--- config.mk ---
export PLATFORM = sky130hd
export DESIGN_NAME = fetch_gshare
export DESIGN_NICKNAME = d
export VERILOG_FILES = /design/src/rtl/fetch_gshare_pkg.sv /design/src/rtl/fetch_gshare_predictor.sv /design/src/rtl/fetch_gshare.sv
export SDC_FILE = /design/constraint.sdc
export NUM_CORES = 2
export LEC_CHECK = 0
export BUFFER_PORTS_ARGS = -buffer_cell sky130_fd_sc_hd__buf_2
export CORE_UTILIZATION = 55
export DETAILED_ROUTE_END_ITERATION = 12
export PLACE_DENSITY_LB_ADDON = 0.08
export SLEW_MARGIN = 10
export SYNTH_ARGS = -nofsm -noshare
export SYNTH_HDL_FRONTEND = slang
export SYNTH_SLANG_ARGS = --single-unit
--- constraint.sdc ---
create_clock -name clk -period 29.1 [get_ports clk]
set_input_delay 2.91 -clock clk [delete_from_list [all_inputs] [get_ports clk]]
set_output_delay 2.91 -clock clk [all_outputs]
set_load 0.02 [all_outputs]
--- src/rtl/fetch_gshare_pkg.sv ---
// Shared definitions for the gshare fetch stage: opcodes, NOP encoding,
// FSM states and immediate extraction helpers.
package fetch_gshare_pkg;

  localparam int unsigned GHR_BITS_DEF = 8;

  localparam logic [6:0]  OP_BRANCH = 7'b1100011;
  localparam logic [6:0]  OP_JAL    = 7'b1101111;
  localparam logic [6:0]  OP_JALR   = 7'b1100111;
  localparam logic [31:0] NOP_INSTR = 32'h0000_0013;

  typedef enum logic {
    IDLE,
    WAIT
  } state_t;

  function automatic logic [31:0] imm_b(input logic [31:0] w);
    return {{19{w[31]}}, w[31], w[7], w[30:25], w[11:8], 1'b0};
  endfunction

  function automatic logic [31:0] imm_j(input logic [31:0] w);
    return {{11{w[31]}}, w[31], w[19:12], w[20], w[30:21], 1'b0};
  endfunction

endpackage

--- src/rtl/fetch_gshare_predictor.sv ---
// Gshare direction predictor: global history register plus a table of
// 2-bit saturating counters indexed by (pc word index XOR history).
module gshare_predictor
  import fetch_gshare_pkg::*;
#(
  parameter int unsigned GHR_BITS = GHR_BITS_DEF
) (
  input  logic                clk,
  input  logic                rst,
  input  logic [GHR_BITS-1:0] pc,
  output logic [GHR_BITS-1:0] idx,
  output logic                taken,
  input  logic                bp_update,
  input  logic [GHR_BITS-1:0] bp_index,
  input  logic                bp_taken
);

  localparam int unsigned ENTRIES = 1 << GHR_BITS;

  logic [1:0]          ctr [ENTRIES];
  logic [GHR_BITS-1:0] ghr;

  // Lookup reads registered state, so a same-cycle update is not visible yet.
  assign idx   = pc ^ ghr;
  assign taken = ctr[idx][1];

  always_ff @(posedge clk or posedge rst) begin
    if (rst) begin
      ghr <= '0;
      for (int unsigned i = 0; i < ENTRIES; i++) begin
        ctr[i] <= 2'b01;
      end
    end else if (bp_update) begin
      ghr <= {ghr[GHR_BITS-2:0], bp_taken};
      if (bp_taken && (ctr[bp_index] != 2'b11)) begin
        ctr[bp_index] <= ctr[bp_index] + 2'd1;
      end else if (!bp_taken && (ctr[bp_index] != 2'b00)) begin
        ctr[bp_index] <= ctr[bp_index] - 2'd1;
      end
    end
  end

endmodule

--- src/rtl/fetch_gshare.sv ---
// Instruction fetch stage: one fetch per enable, predecodes the returned word
// and predicts the next PC with a gshare predictor.
module fetch_gshare
  import fetch_gshare_pkg::*;
#(
  parameter logic [31:0] RESET_PC = 32'h0000_0000,
  parameter int unsigned GHR_BITS = GHR_BITS_DEF
) (
  input  logic                clk,
  input  logic                rst,
  input  logic                enable,
  output logic                fin,
  output logic                busy,
  output logic [31:0]         imem_addr,
  input  logic [31:0]         imem_rdata,
  input  logic                redirect,
  input  logic [31:0]         redirect_pc,
  input  logic                bp_update,
  input  logic [GHR_BITS-1:0] bp_index,
  input  logic                bp_taken,
  output logic [31:0]         pc,
  output logic [31:0]         instr,
  output logic                prediction,
  output logic [GHR_BITS-1:0] pc_xor_global_history
);

  state_t              state, state_next;
  logic [31:0]         fetch_pc;
  logic [31:0]         npc;
  logic                pred;
  logic [GHR_BITS-1:0] idx;
  logic                ctr_taken;

  gshare_predictor #(
    .GHR_BITS (GHR_BITS)
  ) u_pred (
    .clk       (clk),
    .rst       (rst),
    .pc        (fetch_pc[GHR_BITS+1:2]),
    .idx       (idx),
    .taken     (ctr_taken),
    .bp_update (bp_update),
    .bp_index  (bp_index),
    .bp_taken  (bp_taken)
  );

  assign imem_addr = fetch_pc;
  assign busy      = (state == WAIT);

  always_ff @(posedge clk or posedge rst) begin
    if (rst) begin
      state <= IDLE;
    end else begin
      state <= state_next;
    end
  end

  always_comb begin
    state_next = state;
    if (redirect) begin
      state_next = IDLE;
    end else begin
      unique case (state)
        IDLE:    if (enable) state_next = WAIT;
        WAIT:    state_next = IDLE;
        default: state_next = IDLE;
      endcase
    end
  end

  always_comb begin
    pred = 1'b0;
    npc  = fetch_pc + 32'd4;
    unique case (imem_rdata[6:0])
      OP_BRANCH: begin
        pred = ctr_taken;
        if (ctr_taken) npc = fetch_pc + imm_b(imem_rdata);
      end
      OP_JAL: begin
        pred = 1'b1;
        npc  = fetch_pc + imm_j(imem_rdata);
      end
      OP_JALR: begin
        pred = 1'b0;
      end
      default: begin
        pred = 1'b0;
      end
    endcase
  end

  always_ff @(posedge clk or posedge rst) begin
    if (rst) begin
      fetch_pc              <= RESET_PC;
      fin                   <= 1'b0;
      pc                    <= '0;
      instr                 <= NOP_INSTR;
      prediction            <= 1'b0;
      pc_xor_global_history <= '0;
    end else begin
      fin <= 1'b0;
      // Redirect wins over a completing fetch: its result is dropped entirely.
      if (redirect) begin
        fetch_pc <= redirect_pc & ~32'h3;
      end else if (state == WAIT) begin
        fin                   <= 1'b1;
        pc                    <= fetch_pc;
        instr                 <= imem_rdata;
        prediction            <= pred;
        pc_xor_global_history <= idx;
        fetch_pc              <= npc;
      end
    end
  end

endmodule

Word-level counts from Yosys, hierarchy flattened
Cells that the tools add are included.
{"block": "word_totals", "register_bits": 627, "out_inout_bits": 107, "word_cells": 311}
{"block": "op_classes", "addsub": 5, "magnitude_cmp": 3, "n_eq_ne": 3, "mux": 22, "bitwise_logic": 5, "n_reduce_logical": 9}
{"cell": "512-bit bitwise mux", "n": 2}
{"cell": "512-bit two-way mux", "n": 2}
{"cell": "32-bit two-way mux", "n": 3}
{"cell": "32-bit adder", "n": 2}
{"cell": "32-bit one-hot mux with 2 select lines", "n": 1}
{"cell": "32-bit by 3-bit adder with 32-bit output (second input constant)", "n": 1}
{"cell": "2-bit binary-select mux with 8-bit select", "n": 2}
{"cell": "9-bit >= comparator (second input constant)", "n": 2}
{"cell": "8-bit inverter with 9-bit output", "n": 2}
{"cell": "2-bit demux with 8-bit select", "n": 1}
{"cell": "7-bit == test (second input constant)", "n": 2}
{"cell": "2-bit two-way mux", "n": 5}
{"cell": "9-bit by 1-bit < comparator with 1-bit output (second input constant)", "n": 1}
{"cell": "8-bit XOR", "n": 1}
{"cell": "2-bit nonzero test", "n": 3}
{"cell": "1-bit two-way mux", "n": 4}
{"cell": "1-bit one-hot mux with 2 select lines", "n": 2}
{"cell": "2-bit AND reduction", "n": 2}
{"cell": "1-bit logical AND", "n": 3}
{"cell": "2-bit by 1-bit adder with 2-bit output (second input constant)", "n": 1}
{"cell": "2-bit != test (second input constant)", "n": 1}
{"cell": "1-bit inverter", "n": 2}
{"cell": "2-bit by 1-bit subtractor with 2-bit output (second input constant)", "n": 1}
{"cell": "1-bit zero test", "n": 1}

Depth between registers and ports, before layout
{"block": "depth", "depth_word": 9, "ltp_mapped": 20}

Cells and area by module
Synthesis repeated with hierarchy kept, for this count alone.
{"block": "unflattened", "cells_unflattened": 3517, "hier_area_um2": 35449.0}
{"module": "gshare_predictor", "n_inst": 1, "cells_per_inst": 2478, "area_each_um2": 27390.0}
{"module": "fetch_gshare", "n_inst": 1, "cells_per_inst": 1039, "area_each_um2": 8059.0}

Least setup slack after synthesis
OpenSTA, ideal clock, no wires.
{"block": "synth_path", "path_kind": "input -> register", "startpoint": "input bp_index[0]", "endpoint": "register u_pred.ctr[269] (netlist name)", "setup_ns": 0.125, "arrival_time_ns": 7.807, "required_ns": 28.975, "setup_slack_ns": 21.168, "stages": 19, "n_path_buf": 5, "cell_sequence": "buf_2 -> buf_2 -> clkbuf_1 -> buf_2 -> mux4_2 -> mux4_2 -> mux4_2 -> mux2i_1 -> nor2_1 -> a21oi_1 -> inv_1 -> ha_1 -> nor2b_1 -> o21ai_0 -> nor3b_1 -> nand3_1 -> clkbuf_1 -> nor2_1 -> mux2_2"}
{"block": "synth_between", "elab_chain_cells": 8}
{"item": "from (decl)", "line": "fetch_gshare.sv:19", "text": "input logic [GHR_BITS-1:0] bp_index,"}
{"item": "8-bit inverter with 9-bit output (not written as such) *"}
{"item": "2-bit binary-select mux with 8-bit select (tied with other cells)"}
{"item": "2-bit two-way mux (not written as such) or 1-bit logical AND (tied branches)"}
{"item": "2-bit two-way mux, on equally long branches"}
{"item": "2-bit by 1-bit subtractor with 2-bit output (tied with other cells)", "line": "fetch_gshare_predictor.sv:38", "text": "ctr[bp_index] <= ctr[bp_index] - 2'd1;"}
{"item": "512-bit bitwise mux (tied with other cells)", "line": "fetch_gshare_predictor.sv:38"}
{"item": "512-bit two-way mux or 2-bit nonzero test (tied branches)"}
{"item": "512-bit two-way mux or 2-bit AND reduction (tied branches)"}
{"item": "to (signal, indexed assignment)", "line": "fetch_gshare_predictor.sv:36", "text": "ctr[bp_index] <= ctr[bp_index] + 2'd1;"}
{"item": "to (signal, indexed assignment)", "line": "fetch_gshare_predictor.sv:38"}
{"item": "to (decl)", "line": "fetch_gshare_predictor.sv:20", "text": "logic [1:0] ctr [ENTRIES];"}
Every way passes the cells marked *; elsewhere a longest branch is shown, timed or not. The select of a mux whose other input is x is not followed.
A chain may end at the register's enable or synchronous reset.

Worst setup path after layout
{"block": "layout_path", "startpoint": "input bp_index[0]", "endpoint": "register u_pred.ctr[279] (netlist name)"}
The elaborated chain is that of the path after synthesis.

==> summary.md <==
| Metric | Value |
|---|---|
| Die area | `0.0648 mm2` |
| Startpoint Class | `primary input` |
| Placed cell area | `0.0366 mm2` |
| Register area | `0.0160 mm2` |
| Share of cells above drive strength 1 | `45.8%` |
| Max-cap violations | `0` |
| Tot Pwr | `2.49 mW` |
| Ys async rst share | `100%` |
| 1st-iter DRT viols | `1985` |
| RSZ-0062 raised after global routing | `no` |
| Antenna viol nets, final | `0` |
| Post-route cell area | `0.0391 mm2` |
| Reg-to-reg slack, setup | `22.72 ns` |
| Cells after Synth | `2875` |
| Gpl congestion | `0.911` |
| FMAX | `93.9 MHz` |
| Final TNS setup | `0 ns` |
| Total gr overflow | `0` |
| Setup crit end | `u_pred.ctr[279]` |
| # setup viols final | `0` |
| GRT Util Overall | `30.9%` |
| Row Count | `92` |
| Worst setup EP type | `flip-flop` |
| Clock root cell | `clkbuf_16` |
| Final Hold Viols | `0` |
| Post-CTS setup repair buffer count | `0` |
| Synth cell types | `82` |
| Detailed Routing Iterations Pass 1 | `5` |
| Die Width | `255 um` |
| Max FO, Critical Path | `258` |
| Leakage Power | `16.9 nW` |
| Clock share of power | `38.2%` |
| Crit path DAT | `11.16 ns` |
| WL/cell | `25.3 um` |
| Fin crit period | `10.65 ns` |
| Clock skew | `0.0293 ns` |
| WL final | `98000 um` |
| Most common cell after layout, fill and taps aside | `mux2_2` |
| Sequential power share | `39.8%` |
| Pin count of the biggest net entering global routing | `259` |
| Global-route wire length before repair | `151000 um` |
| Sw Ratio | `31.3%` |
| Layout area overhead | `11.3%` |
| Syn Std Cell Area | `0.0351 mm2` |
| Port bufs | `180` |
| Pwr Density | `63.7 mW/mm2` |
| Number of I/O pins | `185` |
| CTS Hold Bufs | `0` |
| Reg-to-reg startpoint | `u_pred.ctr[352]` |
| Inserted Clock Buffers | `72` |
| Clock Latency Late Sink | `0.64 ns` |
| Comb power frac | `22.1%` |
| Via count | `24600` |
| Placed cells | `3734` |
| Worst VDD drop | `0.0488 mV` |
| Layout Nets | `3088` |
| Net Switching | `0.778 mW` |
| Status | `finished clean` |
| Post-synth EDFFs | `0` |
| Vias per cell | `6.36` |
| DRC violations left | `0` |
| Hold Crit Class | `flip-flop to flip-flop` |
| Worst flop-to-flop path endpoint | `u_pred.ctr[279]` |
| Initial core utilization | `55.6%` |
| Area of the multi-input gates | `0.0182 mm2` |
| Avg Cell Area, Syn | `12.2 um2` |
| Setup Crit Path Kind | `primary input to flip-flop` |
| Sequential fraction of the synthesis area | `45.5%` |
| Vias in the first global route | `25000` |
| Clock Path Buffers | `3` |
| Place WS | `17.62 ns` |
| Filler-free cell count of the finished design | `3868` |
| Initial antenna violation count | `2` |
| # H-tree levels | `3` |
| Layout fillers | `5018` |
| Final Max Slew Viols | `0` |
| Die Ht | `255 um` |
| Clock tree sinks | `625` |
| Final worst slack | `18.45 ns` |
| Worst slew margin relative to its limit | `22.4%` |
| Yosys reg bits | `625` |
| Final period utilization | `36.6%` |
| CTS resizes | `0` |
| Core Region | `0.0631 mm2` |
| Crit path required time | `29.60 ns` |
| Int Pwr | `1.71 mW` |
| Final core utilization | `61.9%` |
| Synth Flop Type | `dfrtp_1` |
| Ys Warns | `0` |
| Clock transition at path regs | `0.06 ns` |
| Critical path startpoint | `bp_index[0]` |
| Tightest Pin Transition | `1.16 ns` |
| Min Hold Slack | `0.456 ns` |
| Post-DP HPWL | `62200 um` |
| CTS tree | `built` |
| Reg2Reg Depth | `16` |
| Most frequent cells in the layout | `mux2_2, nor2_1, dfrtp_1` |
-- flip-flops by register name (all words and copies together), names as in the netlist --
signal	cells
instr	32
busy	1
prediction	1
pc_xor_global_history	8
pc	31
u_pred.ghr	8
u_pred.ctr	512
imem_addr	31
fin	1
-- how the worst min path moves through the flow --
stage | startpoint | end | cells past startpoint
after detailed placement | instr[0] | instr[0] | 2
after global placement | instr[0] | instr[0] | 2
final | instr[0] | instr[0] | 2
after global routing | instr[1] | instr[1] | 2
after CTS | instr[0] | instr[0] | 2
after floorplan | u_pred.ctr[195] | u_pred.ctr[195] | 1
-- layer usage --
metal,GRT usage (%),part of all wire [%],vias to the layer above,routed length (um)
met5,0,0.013,-,13
met4,10.5,3.3,2,3190
met3,5.26,6.6,199,6450
met2,50.4,49,924,47700
met1,42.0,41,12800,40600
li1,-,-,10700,-
-- power by group through the flow --
| stage | logic (mW) | registers, mW | clock network, mW |
|---|---|---|---|
| detailed placement | 0.544 | 1.00 | 0 |
| CTS | 0.546 | 0.989 | 0.965 |
| finish | 0.549 | 0.990 | 0.949 |
| floorplan | 0.348 | 1.02 | 0 |
| global route | 0.587 | 0.998 | 0.996 |
| global placement | 0.536 | 0.999 | 0 |
-- cell type report --
| cell class | instances | area share (%) |
|---|---|---|
| Inverter | 20 | 0.211 |
| Clock inverter | 33 | 1.03 |
| Sequential cell | 625 | 40.9 |
| Antenna cell | 1 | 0.00641 |
| Multi-Input combinational cell | 2014 | 46.5 |
| Timing Repair Buffer | 229 | 3.36 |
| Clock buffer | 100 | 5.32 |
| Tap cell | 846 | 2.71 |
-- synthesized netlist by cell type (all sizes together), types with 6 or more instances --
cell type  count  area share, %
mux2         530             17
nor2         369            4.0
dfrtp        366             26
nand2        277            3.0
dfstp        259             19
mux4         224             14
clkbuf       145            1.6
a21oi         85            1.2
buf           72            1.2
o21ai         59           0.84
xnor2         52            1.3
ha            46            1.6
nand3         43           0.61
xor2          43            1.1
nor3          29           0.43
mux2i         21           0.60
inv           20           0.21
a21o          19           0.41
a211oi        17           0.38
a221oi        15           0.43
a31oi         15           0.27
nand4         15           0.27
and3          11           0.20
o211ai        11           0.24
nor2b         10           0.18
nand2b         9           0.16
nor3b          9           0.19
o221ai         9           0.22
o21bai         8           0.17
o22ai          7           0.12
a22oi          6           0.13
o31ai          6           0.13
-- cells by family (layout without fill, tap and decap cells) --
family	count (synthesis)	count (layout)	share of synthesized area, %
AND/OR/NAND/NOR	791	791	9.44
multiplexers	775	775	32.0
flip-flops	625	625	45.5
AO/OA/AOI/OAI	303	303	5.81
buffers and inverters	237	382	2.99
XOR/XNOR	95	95	2.45
adder cells (fa/ha/maj)	48	48	1.76
other	1	3	0.0107
-- worst max-delay path: stages --
cell	delay (ns)
clkbuf_8	0.60
buf_4	0.79
buf_4	0.73
mux4_2	0.62
mux4_2	0.50
nor3b_1	0.16
a31oi_1	0.18
nor3b_1	0.07
a311o_1	0.41
a211oi_4	0.22
buf_12	0.71
inv_1	0.11
ha_1	0.22
nor2b_1	0.21
o21ai_0	0.23
nor3b_1	0.86
nand3_1	0.70
nor2_1	0.40
mux2_2	0.38
No activity file was read; power rests on OpenSTA's default activity.
